===== src/rtl/fetch_pkg.sv =====
`default_nettype none
// ============================================================================
// fetch_pkg : shared types and constants for the instruction-fetch front end
// Rev 1.0
// ============================================================================
package fetch_pkg;

    typedef enum logic [1:0] {
        IDLE  = 2'd0,
        RUN   = 2'd1,
        DRAIN = 2'd2
    } state_t;

    localparam logic [31:0] PC_INC = 32'd4;

    typedef struct packed {
        logic [31:0] pc_plus4;
        logic [31:0] instr;
    } fetch_entry_t;

endpackage
`default_nettype wire


===== src/rtl/fetch_fifo.sv =====
`default_nettype none
// ============================================================================
// fetch_fifo : register-based synchronous FIFO with push, pop and flush
// Rev 1.0
// ============================================================================
module fetch_fifo #(
    parameter int WIDTH = 32,
    parameter int DEPTH = 4,
    parameter int CNT_W = $clog2(DEPTH) + 1
) (
    input  logic             clk,
    input  logic             rst_n,
    input  logic             push,
    input  logic [WIDTH-1:0] push_data,
    input  logic             pop,
    input  logic             flush,
    output logic [WIDTH-1:0] head,
    output logic [CNT_W-1:0] count,
    output logic             full,
    output logic             empty
);

    localparam int PTR_W = $clog2(DEPTH);

    logic [WIDTH-1:0] r_mem [DEPTH];
    logic [PTR_W-1:0] r_wr_ptr;
    logic [PTR_W-1:0] r_rd_ptr;
    logic [CNT_W-1:0] r_count;
    logic             w_do_push;
    logic             w_do_pop;

    assign count = r_count;
    assign full  = (r_count == CNT_W'(DEPTH));
    assign empty = (r_count == '0);
    assign head  = r_mem[r_rd_ptr];

    // A pop frees the slot in the same cycle, so push-on-full is accepted then
    assign w_do_pop  = pop && !empty;
    assign w_do_push = push && (!full || w_do_pop);

    always_ff @(posedge clk or negedge rst_n) begin
        if (!rst_n) begin
            r_wr_ptr <= '0;
            r_rd_ptr <= '0;
            r_count  <= '0;
            for (int i = 0; i < DEPTH; i++) begin
                r_mem[i] <= '0;
            end
        end else if (flush) begin
            r_wr_ptr <= '0;
            r_rd_ptr <= '0;
            r_count  <= '0;
        end else begin
            if (w_do_push) begin
                r_mem[r_wr_ptr] <= push_data;
                r_wr_ptr        <= r_wr_ptr + PTR_W'(1);
            end
            if (w_do_pop) begin
                r_rd_ptr <= r_rd_ptr + PTR_W'(1);
            end
            if (w_do_push && !w_do_pop) begin
                r_count <= r_count + CNT_W'(1);
            end else if (!w_do_push && w_do_pop) begin
                r_count <= r_count - CNT_W'(1);
            end
        end
    end

endmodule
`default_nettype wire


===== src/rtl/fetch_queue.sv =====
`default_nettype none
// ============================================================================
// fetch_queue : fetch PC owner, in-order imem requester and prefetch buffer
// Rev 1.0
// ============================================================================
module fetch_queue
    import fetch_pkg::*;
#(
    parameter int          DEPTH    = 4,
    parameter logic [31:0] RESET_PC = 32'h0000_0000,
    parameter int          CNT_W    = $clog2(DEPTH) + 1
) (
    input  logic        clk,
    input  logic        rst_n,
    output logic        imem_req_valid,
    input  logic        imem_req_ready,
    output logic [31:0] imem_req_addr,
    input  logic        imem_rsp_valid,
    input  logic [31:0] imem_rsp_data,
    input  logic        redirect_valid,
    input  logic [31:0] redirect_pc,
    output logic        id_valid,
    input  logic        id_ready,
    output logic [31:0] id_pc_plus4,
    output logic [31:0] id_instr
);

    localparam logic [CNT_W:0] c_credit_max = (CNT_W + 1)'(DEPTH);

    state_t             r_state, w_state_nxt;
    logic [31:0]        r_fetch_pc, w_fetch_pc_nxt;
    logic [CNT_W-1:0]   r_outstanding, w_outstanding_nxt;
    logic [CNT_W-1:0]   r_stale, w_stale_nxt;

    fetch_entry_t       w_rsp_entry;
    fetch_entry_t       w_head;
    logic [CNT_W-1:0]   w_data_count;
    logic               w_data_full;
    logic               w_data_empty;
    logic [31:0]        w_tag_head;
    logic [CNT_W-1:0]   w_tag_count;
    logic               w_tag_full;
    logic               w_tag_empty;
    logic               w_unused_status;

    logic               w_in_run;
    logic               w_accept;
    logic               w_flush;
    logic               w_push;
    logic               w_pop;
    logic [CNT_W:0]     w_credit_used;

    assign w_in_run      = (r_state == RUN);
    // Buffered plus in-flight words never exceed DEPTH, so the data FIFO cannot overflow
    assign w_credit_used = {1'b0, w_data_count} + {1'b0, r_outstanding};

    assign imem_req_valid = w_in_run && (w_credit_used < c_credit_max);
    assign imem_req_addr  = r_fetch_pc;
    assign w_accept       = imem_req_valid && imem_req_ready;

    assign w_flush     = w_in_run && redirect_valid;
    assign w_push      = w_in_run && imem_rsp_valid && !redirect_valid;
    assign w_pop       = id_valid && id_ready;
    assign w_rsp_entry = '{pc_plus4: w_tag_head, instr: imem_rsp_data};

    assign id_valid    = w_in_run && !w_data_empty;
    assign id_pc_plus4 = w_head.pc_plus4;
    assign id_instr    = w_head.instr;

    assign w_unused_status = ^{w_data_full, w_tag_count, w_tag_full};

    fetch_fifo #(.WIDTH($bits(fetch_entry_t)), .DEPTH(DEPTH), .CNT_W(CNT_W)) u_data_fifo (
        .clk       (clk),
        .rst_n     (rst_n),
        .push      (w_push),
        .push_data (w_rsp_entry),
        .pop       (w_pop),
        .flush     (w_flush),
        .head      (w_head),
        .count     (w_data_count),
        .full      (w_data_full),
        .empty     (w_data_empty)
    );

    // Tag FIFO carries pc+4 of each accepted request until its response returns
    fetch_fifo #(.WIDTH(32), .DEPTH(DEPTH), .CNT_W(CNT_W)) u_tag_fifo (
        .clk       (clk),
        .rst_n     (rst_n),
        .push      (w_accept),
        .push_data (r_fetch_pc + PC_INC),
        .pop       (w_in_run && imem_rsp_valid && !w_tag_empty),
        .flush     (w_flush),
        .head      (w_tag_head),
        .count     (w_tag_count),
        .full      (w_tag_full),
        .empty     (w_tag_empty)
    );

    always_comb begin
        w_state_nxt       = r_state;
        w_fetch_pc_nxt    = r_fetch_pc;
        w_outstanding_nxt = r_outstanding;
        w_stale_nxt       = r_stale;

        if (w_accept) begin
            w_outstanding_nxt = w_outstanding_nxt + CNT_W'(1);
        end
        if (imem_rsp_valid && (r_outstanding != '0)) begin
            w_outstanding_nxt = w_outstanding_nxt - CNT_W'(1);
        end

        case (r_state)
            IDLE: begin
                w_state_nxt = RUN;
            end
            RUN: begin
                if (w_accept) begin
                    w_fetch_pc_nxt = r_fetch_pc + PC_INC;
                end
                if (redirect_valid) begin
                    w_fetch_pc_nxt = {redirect_pc[31:2], 2'b00};
                    w_stale_nxt    = w_outstanding_nxt;
                    w_state_nxt    = (w_outstanding_nxt != '0) ? DRAIN : RUN;
                end
            end
            DRAIN: begin
                if (redirect_valid) begin
                    w_fetch_pc_nxt = {redirect_pc[31:2], 2'b00};
                end
                if (imem_rsp_valid && (r_stale != '0)) begin
                    w_stale_nxt = r_stale - CNT_W'(1);
                    if (r_stale == CNT_W'(1)) begin
                        w_state_nxt = RUN;
                    end
                end
            end
            default: begin
                w_state_nxt = IDLE;
            end
        endcase
    end

    always_ff @(posedge clk or negedge rst_n) begin
        if (!rst_n) begin
            r_state       <= IDLE;
            r_fetch_pc    <= RESET_PC;
            r_outstanding <= '0;
            r_stale       <= '0;
        end else begin
            r_state       <= w_state_nxt;
            r_fetch_pc    <= w_fetch_pc_nxt;
            r_outstanding <= w_outstanding_nxt;
            r_stale       <= w_stale_nxt;
        end
    end

endmodule
`default_nettype wire


===== config.mk =====
export PLATFORM = sky130hd
export DESIGN_NAME = fetch_queue
export DESIGN_NICKNAME = d
export VERILOG_FILES = /design/src/rtl/fetch_pkg.sv /design/src/rtl/fetch_fifo.sv /design/src/rtl/fetch_queue.sv
export SDC_FILE = /design/constraint.sdc
export NUM_CORES = 1
export LEC_CHECK = 0
export CORE_MARGIN = 3
export CORE_UTILIZATION = 45
export CTS_CLUSTER_SIZE = 25
export DETAILED_ROUTE_END_ITERATION = 7
export HOLD_SLACK_MARGIN = 0.05
export PLACE_DENSITY = 0.68
export REMOVE_ABC_BUFFERS = 1
export SLEW_MARGIN = 20
export SYNTH_ARGS = -nofsm -noshare
export SYNTH_HDL_FRONTEND = slang
export SYNTH_SLANG_ARGS = --single-unit

===== constraint.sdc =====
create_clock -name clk -period 4.3 [get_ports clk]
set_clock_uncertainty 0.1 [all_clocks]
set_input_delay 0.86 -clock clk [delete_from_list [all_inputs] [get_ports clk]]
set_output_delay 0.86 -clock clk [all_outputs]
set_load 0.05 [all_outputs]

==> results of run 1 <==
==> logic make-up after synthesis <==
logic type,Yosys count,share of synthesized area
fa+ha+maj,24,0.01613
xor+xnor,39,0.01748
other cells,1,0.0001919
mux,350,0.2543
flops,420,0.5377
compound gates,221,0.06446
simple gates,289,0.07233
buf+inv,124,0.03745
==> state kept, by name, indices dropped and copies added (netlist names) <==
name,cells
u_tag_fifo.r_rd_ptr,2
u_data_fifo.count,3
u_data_fifo.r_rd_ptr,2
r_state,2
u_tag_fifo.count,3
u_tag_fifo.r_mem,120
r_stale,3
u_data_fifo.r_mem,248
r_outstanding,3
u_data_fifo.r_wr_ptr,2
imem_req_addr,30
u_tag_fifo.r_wr_ptr,2
==> where the power goes <==
group          switching [mW]  internal (mW)  leakage, nW
Clock                    1.55           2.31        0.732
Combinational            4.63           3.21         4.25
Sequential               1.11           5.35         5.54
==> worst paths after layout <==
kind                            cells past startpoint                     end  slack, ns
worst max-delay path                                5                id_valid       0.33
worst min-delay path                                1  u_data_fifo.r_mem[130]       0.22
worst max register to register                     10    u_data_fifo.count[2]       1.16
worst min register to register                      2    u_tag_fifo.r_mem[85]       0.37
max in group asynchronous                           2   u_data_fifo.r_mem[16]       2.92
min in group clk                                    2    u_tag_fifo.r_mem[85]       0.37
==> metrics by stage <==
step	TNS, ns	hold slack, ns
floorplan	-0.05240	0.3446
global route	0	0.2942
CTS	0	0.2729
finish	0	0.2153
detailed placement	0	0.3667
global placement	0	0.3556
==> synth_stat cells, drive strengths merged (3+ instances only) <==
cell	instances	area, um^2
nor4	5	31.28
nand2	153	614.3
o22a	3	26.28
dfrtp	420	10510
mux2i	6	60.06
o21a	8	60.06
nor2	48	196.4
and4	8	72.57
a311oi	4	35.03
and2	5	31.28
a31oi	6	37.54
a21oi	32	167.7
nor3	10	60.06
or3	7	43.79
mux4	92	2072
o21ai	143	723.2
a21o	4	30.03
nand4	15	93.84
nand2b	4	25.02
o32ai	4	35.03
xor2	19	166.4
buf	70	529.3
clkbuf	27	101.4
mux2	252	2838
xnor2	20	175.2
and3	6	37.54
nand3	17	85.08
ha	22	275.3
inv	26	97.59
==> routing by layer <==
| metal | wire [um] | share of wire |
|---|---|---|
| met5 | 16 | 0.00035 |
| met3 | 2536 | 0.056 |
| met4 | 1280 | 0.028 |
| met1 | 20410 | 0.45 |
| met2 | 21220 | 0.47 |
==> cell type report <==
cell class / instances / area (um^2) / share of cell area
Sequential cell: 420 / 10520 / 0.4542
Multi-Input combinational cell: 927 / 8315 / 0.3591
Inverter: 27 / 101.3 / 0.004376
Timing Repair Buffer: 195 / 2022 / 0.08731
Tap cell: 577 / 721.9 / 0.03118
Clock inverter: 14 / 151.4 / 0.006538
Clock buffer: 66 / 1328 / 0.05733
==> results.sh, run 1 <==
export IMPL_synthDistinctLibCells=66
export IMPL_critical_path_buf_inv_count=3
export IMPL_period_needed_ns=3.974
export IMPL_ys_seq_elements=420
export IMPL_detail_route_iter0_violations=883
export IMPL_timing_max_transition_violations_final=0
export IMPL_core_area_um2=42420
export IMPL_finalHoldViolCount=0
export IMPL_global_route_peak_usage_layer="met2"
export IMPL_io_pins=168
export IMPL_layout_drive_gt1_share=0.1340
export IMPL_cap_violations=0
export IMPL_sequential_fraction_of_the_synthesis_area=0.5377
export IMPL_global_route_overflow_total=0
export IMPL_timing_final_setup_violations=0
export IMPL_timing_critical_path_max_delay_family="buffers and inverters"
export IMPL_clk_transition_reported_paths_ns=0.06
export IMPL_design_power_total_mw=18.18
export IMPL_cells_along_the_critical_path="inv_1 > ha_1 > inv_1 > nor2_1 > clkdlybuf4s50_1"
export IMPL_criticalPathCategory="flip-flop to output port"
export IMPL_gp_congestion=0.8598
export IMPL_slowest_stage="clkdlybuf4s50_1"
export IMPL_drt_total_wl_um=45460
export IMPL_initial_antenna_violation_count=1
export IMPL_timing_critical_path_arrival_ns=3.01
export IMPL_measured_slew_at_the_worst_slew_check_pin_ns=0.9235
export IMPL_hold_wc_path_type="input pin to asynchronous set/reset pin"
export IMPL_design_area_um2=23160
export IMPL_final_common_cell="dfrtp_1"
export IMPL_final_net_count=1710
export IMPL_numClockSinks=420
export IMPL_drt_drc_violations_left=0
export IMPL_fmax_ghz=0.2517
export IMPL_timing_critical_path_mode_cell="inv_1"
export IMPL_post_synth_cell_area_avg_um2=13.31
export IMPL_htree_num_levels=2
export IMPL_final_cell_mix="416 x dfrtp_1, 252 x mux2_1, 160 x clkdlybuf4s50_1"
export IMPL_critical_path_required_ns=3.34
export IMPL_numPlacedInstances=2146
export IMPL_vias_per_cell=5.598
export IMPL_die_h_um=214.4
export IMPL_synth_warnings=0
export IMPL_insertedDiodeCount=0
export IMPL_crit_fanout=16
export IMPL_result_of_the_run="complete, no violations"
export IMPL_grt_start_max_net_pins=107
export IMPL_place_port_buffers=161
export IMPL_max_stage_delay_ns=0.86
export IMPL_grt_pass1_wl_um=73480
export IMPL_finish_utilization=0.5460
export IMPL_vias_in_the_first_global_route=13050
export IMPL_avg_wl_per_cell_um=20.42
export IMPL_worst_setup_path_startpoint="r_state[1]"
export IMPL_tritoncts_num_buffers=45
export IMPL_drtPass1Iterations=5
export IMPL_tritoncts_clock_tree="done"
export IMPL_track_usage=0.2008
export IMPL_die_area_um2=45970
export IMPL_cts_root_buffer="clkbuf_16"
export IMPL_use_met2=0.3226
export IMPL_via_count=12460
export IMPL_postCtsResizedCells=0
export IMPL_netlist_area_um2=19550
export IMPL_cts_hold_buffers_added=0
export IMPL_initial_utilization=0.4608
export IMPL_worst_skew_pair_late_latency_ns=0.56
export IMPL_crit_path_end_kind="output port"
export IMPL_layout_cells_non_filler=2226
export IMPL_post_dp_hpwl_um=30000
export IMPL_slew_headroom=0.3843
export IMPL_rsz0062_at_grt="no"
export IMPL_placement_setup_worst_slack_ns=0.6553
export IMPL_met3_usage_grt=0.03968
export IMPL_vdd_ir_drop_worst_mv=0.6036
export IMPL_syn_instance_count=1468
export IMPL_r2r_start="r_state[1]"
export IMPL_placement_rows=75
export IMPL_drt_antenna_violating_nets=0
export IMPL_synthFlopType="dfrtp_1"
export IMPL_finalCritPeriodShare=0.9241
export IMPL_timing_critical_path_from_type="flip-flop"
export IMPL_setup_repair_bufs_after_cts=0
export IMPL_area_growth_synth_to_finish_pct=18.47
export IMPL_die_w_um=214.4
export IMPL_placed_area_um2=21680
export IMPL_static_leakage_power_nw=10.52
export IMPL_power_density_nw_per_um2=784.9
export IMPL_filler_cell_count=3596
export IMPL_synth_edff_count=0
export IMPL_met1_usage=0.2807
export IMPL_timing_final_ws_setup_ns=0.3264
export IMPL_postSynth_asyncResetShare=1.000
export IMPL_cts_buffer_depth=3
Note: power is estimated with default switching activity, not from simulation.
==> inputs of run 2 (changes only) <==
Clock period 4.3 ns to 5.05 ns, I/O delays scaled along.
==> results.sh, run 2 (synthesis gave the netlist of run 1 again) <==
export IMPL_numClockSinks=420
export IMPL_postCtsResizedCells=0
export IMPL_hold_wc_path_type="flip-flop to flip-flop"
export IMPL_area_growth_synth_to_finish_pct=18.69
export IMPL_placement_rows=75
export IMPL_max_flop_register="u_data_fifo.r_mem"
export IMPL_place_port_buffers=161
export IMPL_final_net_count=1709
export IMPL_result_of_the_run="complete, no violations"
export IMPL_rsz0062_at_grt="no"
export IMPL_power_frac_seq=0.354
export IMPL_numPlacedInstances=2143
export IMPL_track_usage=0.2029
export IMPL_startpoint_of_the_worst_hold_path="u_tag_fifo.r_mem[86]"
export IMPL_layout_cells_non_filler=2226
export IMPL_timing_final_setup_violations=0
export IMPL_measured_slew_at_the_worst_slew_check_pin_ns=0.9944
export IMPL_worst_setup_path_startpoint="u_data_fifo.r_rd_ptr[0]"
export IMPL_drt_total_wl_um=45900
export IMPL_tritoncts_num_buffers=47
export IMPL_timing_critical_path_from_type="flip-flop"
export IMPL_worstHoldPathCells=2
export IMPL_detail_route_iter0_violations=897
export IMPL_initial_antenna_violation_count=0
export IMPL_crit_path_end_kind="output port"
export IMPL_drt_antenna_violating_nets=0
export IMPL_global_route_overflow_total=0
export IMPL_layout_drive_gt1_share=0.1371
export IMPL_hold_worst_slack_ns=0.3739
export IMPL_fmax_ghz=0.2385
export IMPL_static_leakage_power_nw=10.54
export IMPL_p_sw_frac=0.3994
export IMPL_drtPass1Iterations=5
export IMPL_io_pins=168
export IMPL_gp_congestion=0.8381
export IMPL_grt_pass1_wl_um=74290
export IMPL_die_w_um=214.4
export IMPL_power_internal_mw=9.373
export IMPL_total_switching_power_mw=6.233
export IMPL_core_area_um2=42420
export IMPL_timing_critical_path_arrival_ns=3.08
export IMPL_die_h_um=214.4
export IMPL_cap_violations=0
export IMPL_post_dp_hpwl_um=30810
export IMPL_power_density_nw_per_um2=672.7
export IMPL_worst_skew_pair_late_latency_ns=0.57
export IMPL_grt_start_max_net_pins=119
export IMPL_slew_headroom=0.3370
export IMPL_vdd_ir_drop_worst_mv=0.4480
export IMPL_critical_path_required_ns=3.94
export IMPL_finish_utilization=0.5470
export IMPL_insertedDiodeCount=0
export IMPL_r2r_worst_path_cells=8
export IMPL_design_area_um2=23200
export IMPL_criticalPathCategory="flip-flop to output port"
export IMPL_avg_wl_per_cell_um=20.62
export IMPL_cts_hold_buffers_added=0
export IMPL_clkPwrFrac=0.221
export IMPL_drt_drc_violations_left=0
export IMPL_placed_area_um2=21620
export IMPL_vias_per_cell=5.596
export IMPL_accumulated_negative_setup_slack_ns=0
export IMPL_finalHoldViolCount=0
export IMPL_tritoncts_clock_tree="done"
export IMPL_clk_transition_reported_paths_ns=0.06
export IMPL_setup_repair_bufs_after_cts=0
export IMPL_initial_utilization=0.4608
export IMPL_cts_buffer_depth=3
export IMPL_vias_in_the_first_global_route=12990
export IMPL_timing_max_transition_violations_final=0
export IMPL_via_count=12460
export IMPL_htree_num_levels=2
export IMPL_period_needed_ns=4.194
export IMPL_number_of_flip_flops_under_the_largest_register_name=248
export IMPL_final_common_cell="dfrtp_1"
export IMPL_crit_fanout=29
export IMPL_cts_root_buffer="clkbuf_16"
export IMPL_final_cell_mix="416 x dfrtp_1, 252 x mux2_1, 160 x clkdlybuf4s50_1"
export IMPL_die_area_um2=45970
export IMPL_r2r_start="r_state[1]"
export IMPL_power_combinational_fraction=0.425
export IMPL_finalCritPeriodShare=0.8304
==> run 2: layer usage <==
layer / share of wire / up-vias / global-route usage
li1: - / 5612 / -
met1: 0.46 / 6445 / 0.2914
met2: 0.47 / 335 / 0.3219
met3: 0.053 / 64 / 0.04081
met4: 0.020 / 0 / 0.04702
met5: 0 / - / 0
==> run 2: area by class of cell <==
class / instances / area (um^2)
flip-flops and latches: 420 / 10520
multi-input cells: 927 / 8315
inverters: 27 / 101.3
clock inverters: 16 / 167.7
repair buffers: 192 / 1962
clock buffers: 67 / 1414
fillers: 3584 / 19220
well taps: 577 / 721.9
==> run 2: power groups by stage <==
stage	sequential, mW	clock, mW	combinational (mW)
finish	5.53	3.45	6.63
global route	5.71	3.68	7.11
CTS	5.54	3.53	6.69
detailed placement	5.58	0	6.67
global placement	5.50	0	6.55
floorplan	5.75	0	4.19
==> run 2: stage by stage <==
| step | setup WS, ns | total power, mW |
|---|---|---|
| 5_1_grt | 0.6972 | 16.50 |
| 3_5_place_dp | 1.304 | 12.25 |
| 6_report | 0.8564 | 15.61 |
| 3_3_place_gp | 1.290 | 12.04 |
| 4_1_cts | 0.7724 | 15.76 |
| 2_1_floorplan | 0.5992 | 9.944 |
==> run 2: path summary, 6_finish.rpt <==
check | end | slack [ns]
hold / removal | u_tag_fifo.r_mem[86] | 0.37
setup reg to reg | u_data_fifo.r_mem[193] | 2.01
max in group asynchronous | u_data_fifo.r_mem[251] | 3.40
min in group asynchronous | u_data_fifo.r_mem[212] | 0.42
hold reg to reg | u_tag_fifo.r_mem[86] | 0.37
setup / recovery | id_instr[11] | 0.86
==> run 2: worst max-delay path, cell delays in order (launching register included) <==
cell,delay (ns)
dfrtp_4,0.86
buf_4,0.35
mux4_2,0.54
clkdlybuf4s50_1,0.72
